==> src/rtl/decoder_scan.sv <==
// decoder_scan: registered 4-to-16 one-hot decoder with a self-timed scan
// sequencer. A loaded index is held as a one-hot word, or the active bit is
// stepped through all 16 positions with DWELL cycles per position.
//
// Ports
//   clk          single clock, rising edge
//   reset        synchronous active-high reset
//   enable       block enable; low forces outputs to zero and aborts a scan
//   load         strobe: capture binary_in and hold its one-hot decode
//   binary_in    index to decode (sampled only when load is accepted)
//   scan_start   start (or restart) a scan from index 0
//   scan_stop    abort a running scan
//   decoder_out  registered one-hot word, or all zeros
//   index_out    binary index of the active bit, 0 when decoder_out is zero
//   busy         high while scanning
//   done         one-cycle pulse when a scan completes normally
//
// State table
//   IDLE | outputs zero, waiting for load or scan_start
//   HOLD | holding the one-hot decode of the last loaded index
//   SCAN | stepping the active bit 0..15, DWELL cycles per position
module decoder_scan #(
  parameter int DWELL = 4
) (
  input  logic        clk,
  input  logic        reset,
  input  logic        enable,
  input  logic        load,
  input  logic [3:0]  binary_in,
  input  logic        scan_start,
  input  logic        scan_stop,
  output logic [15:0] decoder_out,
  output logic [3:0]  index_out,
  output logic        busy,
  output logic        done
);

  localparam int CW = ($clog2(DWELL + 1) < 1) ? 1 : $clog2(DWELL + 1);
  localparam logic [CW-1:0] CNT_LAST = CW'(DWELL - 1);

  typedef enum logic [1:0] {
    IDLE = 2'd0,
    HOLD = 2'd1,
    SCAN = 2'd2
  } state_t;

  state_t         state_q;
  logic [15:0]    dec_q;
  logic [3:0]     idx_q;
  logic [CW-1:0]  cnt_q;
  logic           busy_q;
  logic           done_q;

  always_ff @(posedge clk) begin
    if (reset) begin
      state_q <= IDLE;
      dec_q   <= '0;
      idx_q   <= '0;
      cnt_q   <= '0;
      busy_q  <= 1'b0;
      done_q  <= 1'b0;
    end else begin
      done_q <= 1'b0;
      if (!enable) begin
        state_q <= IDLE;
        dec_q   <= '0;
        idx_q   <= '0;
        cnt_q   <= '0;
        busy_q  <= 1'b0;
      end else begin
        case (state_q)
          IDLE, HOLD: begin
            if (scan_start) begin
              state_q <= SCAN;
              dec_q   <= 16'h0001;
              idx_q   <= '0;
              cnt_q   <= '0;
              busy_q  <= 1'b1;
            end else if (load) begin
              state_q <= HOLD;
              dec_q   <= 16'h0001 << binary_in;
              idx_q   <= binary_in;
            end
          end
          SCAN: begin
            if (scan_start) begin
              dec_q <= 16'h0001;
              idx_q <= '0;
              cnt_q <= '0;
            end else if (scan_stop) begin
              state_q <= IDLE;
              dec_q   <= '0;
              idx_q   <= '0;
              cnt_q   <= '0;
              busy_q  <= 1'b0;
            end else if (cnt_q == CNT_LAST) begin
              cnt_q <= '0;
              // Exit happens at index 15, so the index never wraps.
              if (idx_q == 4'd15) begin
                state_q <= IDLE;
                dec_q   <= '0;
                idx_q   <= '0;
                busy_q  <= 1'b0;
                done_q  <= 1'b1;
              end else begin
                dec_q <= dec_q << 1;
                idx_q <= idx_q + 4'd1;
              end
            end else begin
              cnt_q <= cnt_q + CW'(1);
            end
          end
          default: begin
            state_q <= IDLE;
            dec_q   <= '0;
            idx_q   <= '0;
            cnt_q   <= '0;
            busy_q  <= 1'b0;
          end
        endcase
      end
    end
  end

  assign decoder_out = dec_q;
  assign index_out   = idx_q;
  assign busy        = busy_q;
  assign done        = done_q;

endmodule

==> config.mk <==
export PLATFORM = sky130hd
export DESIGN_NAME = decoder_scan
export DESIGN_NICKNAME = d
export VERILOG_FILES = /design/src/rtl/decoder_scan.sv
export SDC_FILE = /design/constraint.sdc
export NUM_CORES = 1
export LEC_CHECK = 0
export ABC_AREA = 1
export ABC_CLOCK_PERIOD_IN_PS = 1800
export CORE_MARGIN = 2
export CORE_UTILIZATION = 45
export CTS_CLUSTER_DIAMETER = 80
export DETAILED_ROUTE_END_ITERATION = 7
export PLACE_DENSITY = 0.72
export SLEW_MARGIN = 20
export SYNTH_ARGS = -nofsm -noshare
export SYNTH_HDL_FRONTEND = slang
export SYNTH_SLANG_ARGS = --single-unit
==> constraint.sdc <==
create_clock -name clk -period 1.8 [get_ports clk]
set_input_delay 0.27 -clock clk [delete_from_list [all_inputs] [get_ports clk]]
set_output_delay 0.27 -clock clk [all_outputs]
set_load 0.02 [all_outputs]
==> impl_metrics.env <==
export IMPL_critPathCaptureType="output port"
export IMPL_setup_viol_count_final=0
export IMPL_ys_warnings_count=0
export IMPL_die_area_mm2=0.003752
export IMPL_synth_edf_count=0
export IMPL_cap_violations=0
export IMPL_synthFlopType="dfxtp_1"
export IMPL_crit_type="reg -> out"
export IMPL_post_cts_buffers=0
export IMPL_synth_nets=228
export IMPL_clockBufferDepth=2
export IMPL_cts_root_buf="clkbuf_4"
export IMPL_max_freq_ghz=0.5854
export IMPL_clk_pin_slew_worst_paths_ns=0.14
export IMPL_reg2reg_from="index_out[1]$_SDFFE_PP0P_"
export IMPL_dr_total_vias=1439
export IMPL_io_buffer_count=31
export IMPL_fin_crit_sh=0.9490
export IMPL_min_period_ns=1.708
export IMPL_hp_class="reg -> reg"
export IMPL_vdd_ir_drop_max_mv=0.5796
export IMPL_critPathMaxFanout=5
export IMPL_syn_area_per_cell_um2=6.829
export IMPL_crit_buf_inv=2
export IMPL_drt_iter0_markers=69
export IMPL_die_h_um=61.26
export IMPL_fin_skew_ns=0.01141
export IMPL_critPathTopFamily="buffers and inverters"
export IMPL_p_seq_frac=0.581
export IMPL_vias_per_cell=4.813
export IMPL_area_growth_syn_to_layout_pct=28.92
export IMPL_worstMarginPinSlew_ns=0.4372
export IMPL_fin_setup_tns_ns=0
export IMPL_yosysSeqAreaShare=0.3664
export IMPL_cp_start_kind="flop"
export IMPL_cts_resized=0
export IMPL_layout_drive_gt1_share=0.1333
export IMPL_worst_ep_arrival_time_ns=1.44
export IMPL_finalHoldViolCount=0
export IMPL_pin_count=32
export IMPL_finish_utilization=0.6179
export IMPL_synth_top_area_cell="dfxtp_1"
export IMPL_die_x_um=61.26
export IMPL_cts_hold_buffers=0
export IMPL_n_antenna_cell=0
export IMPL_cp_required_ns=1.53
export IMPL_combPwrFrac=0.163
export IMPL_postRouteAntennaNets=0
export IMPL_gp_congestion=0.8403
export IMPL_clock_latency_ns=0.33
export IMPL_crit_start="index_out[0]$_SDFFE_PP0P_"
export IMPL_finalWirelength_um=3273
export IMPL_slew_violations=0
export IMPL_grt_pass1_wl_um=5740
export IMPL_synth_cell_type_count=25
export IMPL_r2r_end="busy$_SDFFE_PP0P_"
export IMPL_post_drt_wl_per_cell_um=10.95
export IMPL_yosysMostFrequentCell="nand2_1"
export IMPL_power_share_clock=0.256
export IMPL_fin_nets=268
export IMPL_crit_slowest_cell="clkdlybuf4s50_1"
export IMPL_synth_seq_cells=27
export IMPL_status="finished, final reports clean"
export IMPL_fp_row_count=20
export IMPL_synthArstFlopShare=0
export IMPL_netSwitchingPower_uw=296.4
export IMPL_firstDrtPassIters=5
export IMPL_core_area_mm2=0.003078
export IMPL_whs_path_depth=2
export IMPL_dpl_instance_area_mm2=0.001872
export IMPL_rsz0062_at_grt="no"
export IMPL_grt_pass1_vias=1268
export IMPL_pwr_density_cell_mw_per_mm2=556.7
export IMPL_rrSetupSlack_ns=0.29
export IMPL_hpwl_um=2426
export IMPL_fin_area_mm2=0.001902
export IMPL_syn_inst=216
export IMPL_rr_worst_depth=8
export IMPL_tritoncts="done"
export IMPL_cts_sinks=27
export IMPL_synth_common_cells="99 x nand2_1, 27 x dfxtp_1, 15 x inv_1"
export IMPL_worstPathCellList="buf_4, clkdlybuf4s50_1"
export IMPL_slew_headroom=0.7082
export IMPL_cpPeakStageDelay_ns=0.59
export IMPL_p_leak_nw=0.7634
export IMPL_grt_max_degree=21
export IMPL_grtUsageTotal=0.2013
export IMPL_initial_utilization=0.4793
export IMPL_crit_path_end="index_out[0]"
export IMPL_p_int_uw=762.4
export IMPL_synth_area_top_cells="dfxtp_1 37%, nand2_1 25%, a21oi_2 5.9%"
export IMPL_crit_cells=2
export IMPL_synth_area_mm2=0.001475
export IMPL_cts_made_buffers=3
export IMPL_switching_share=0.2799
export IMPL_drc=0
export IMPL_total_power_mw=1.059
export IMPL_synth_top_area_share=0.3664
export IMPL_grt_overflow_total=0
export IMPL_htreeDepth=1
export IMPL_antenna_found_initial=0
-- worst min-delay path by stage --
stage | startpoint | end | slack, ns
3_5_place_dp | cnt_q[2]$_SDFFE_PP0P_ | cnt_q[2]$_SDFFE_PP0P_ | 0.43
5_1_grt | cnt_q[2]$_SDFFE_PP0P_ | cnt_q[2]$_SDFFE_PP0P_ | 0.49
6_report | cnt_q[2]$_SDFFE_PP0P_ | cnt_q[2]$_SDFFE_PP0P_ | 0.45
2_1_floorplan | cnt_q[2]$_SDFFE_PP0P_ | cnt_q[2]$_SDFFE_PP0P_ | 0.42
3_3_place_gp | cnt_q[2]$_SDFFE_PP0P_ | cnt_q[2]$_SDFFE_PP0P_ | 0.43
4_1_cts | cnt_q[2]$_SDFFE_PP0P_ | cnt_q[2]$_SDFFE_PP0P_ | 0.45
-- layout by cell type, fill, tap and decap left out, types with 2 or more instances in the layout --
cell | synthesis | layout
dfxtp_1 | 27 | 27
inv_1 | 15 | 15
ha_1 | 2 | 2
o21ai_0 | 3 | 3
a21oi_2 | 10 | 10
a21oi_1 | 14 | 14
clkdlybuf4s50_1 | 0 | 31
nand3_1 | 4 | 4
nor3_1 | 12 | 12
clkbuf_4 | 0 | 3
buf_12 | 0 | 2
nor2_4 | 2 | 2
buf_4 | 0 | 9
nand2_1 | 99 | 99
nand4_1 | 4 | 4
nor2_1 | 5 | 5
inv_2 | 3 | 3
-- logic make-up after synthesis --
| group | share of synthesized area |
|---|---|
| DFF | 0.3664 |
| AOI/OAI and AO/OA | 0.1298 |
| xor gates and xnor gates | 0.005938 |
| buffers and inverters | 0.09753 |
| and+or+nand+nor | 0.3834 |
| adders and majority gates | 0.01696 |
-- worst reg2reg max path: cells and delay by family, from the launching register on --
family	cells	cell delay, ns
AND/OR/NAND/NOR	6	0.55
adder cells (fa/ha/maj)	1	0.21
flip-flops	1	0.43
AO/OA/AOI/OAI	1	0.26
-- layer usage --
| metal | vias up | GRT usage | share of wire |
|---|---|---|---|
| met3 | 2 | 0.04412 | 0.052 |
| met2 | 36 | 0.2918 | 0.42 |
| met4 | 0 | 0.03727 | 0.0052 |
| li1 | 766 | - | - |
| met5 | - | 0 | 0 |
| met1 | 635 | 0.3082 | 0.52 |
-- stage by stage --
stage / hold WS [ns] / worst slack [ns] / instances
6_report: 0.4548 / 0.09174 / 299
5_1_grt: 0.4892 / 0.02482 / 299
4_1_cts: 0.4542 / 0.07634 / 299
3_5_place_dp: 0.4324 / 0.03576 / 295
3_3_place_gp: 0.4257 / 0.08047 / 295
2_1_floorplan: 0.4169 / 0.2494 / 216
-- area by class of cell --
type,instances,area (um2)
Fill cell,297,1176
Multi-Input combinational cell,164,790.8
Sequential cell,27,540.5
Timing Repair Buffer,42,417.9
Inverter,18,67.56
Tap cell,44,55.05
Clock buffer,3,22.52
Clock inverter,1,7.507
-- state kept, by name, summed over array words and instances, names as in the netlist --
register     cells
decoder_out     16
index_out        4
cnt_q            3
state_q          2
busy             1
done             1
-- power by group through the flow --
stage	logic [mW]	registers [mW]	clock network [mW]
after global placement	0.172	0.628	0
after global routing	0.190	0.617	0.302
final	0.173	0.615	0.271
after CTS	0.173	0.616	0.286
after detailed placement	0.172	0.629	0
after floorplan	0.101	0.636	0
Power figures use the tool's default switching activity.
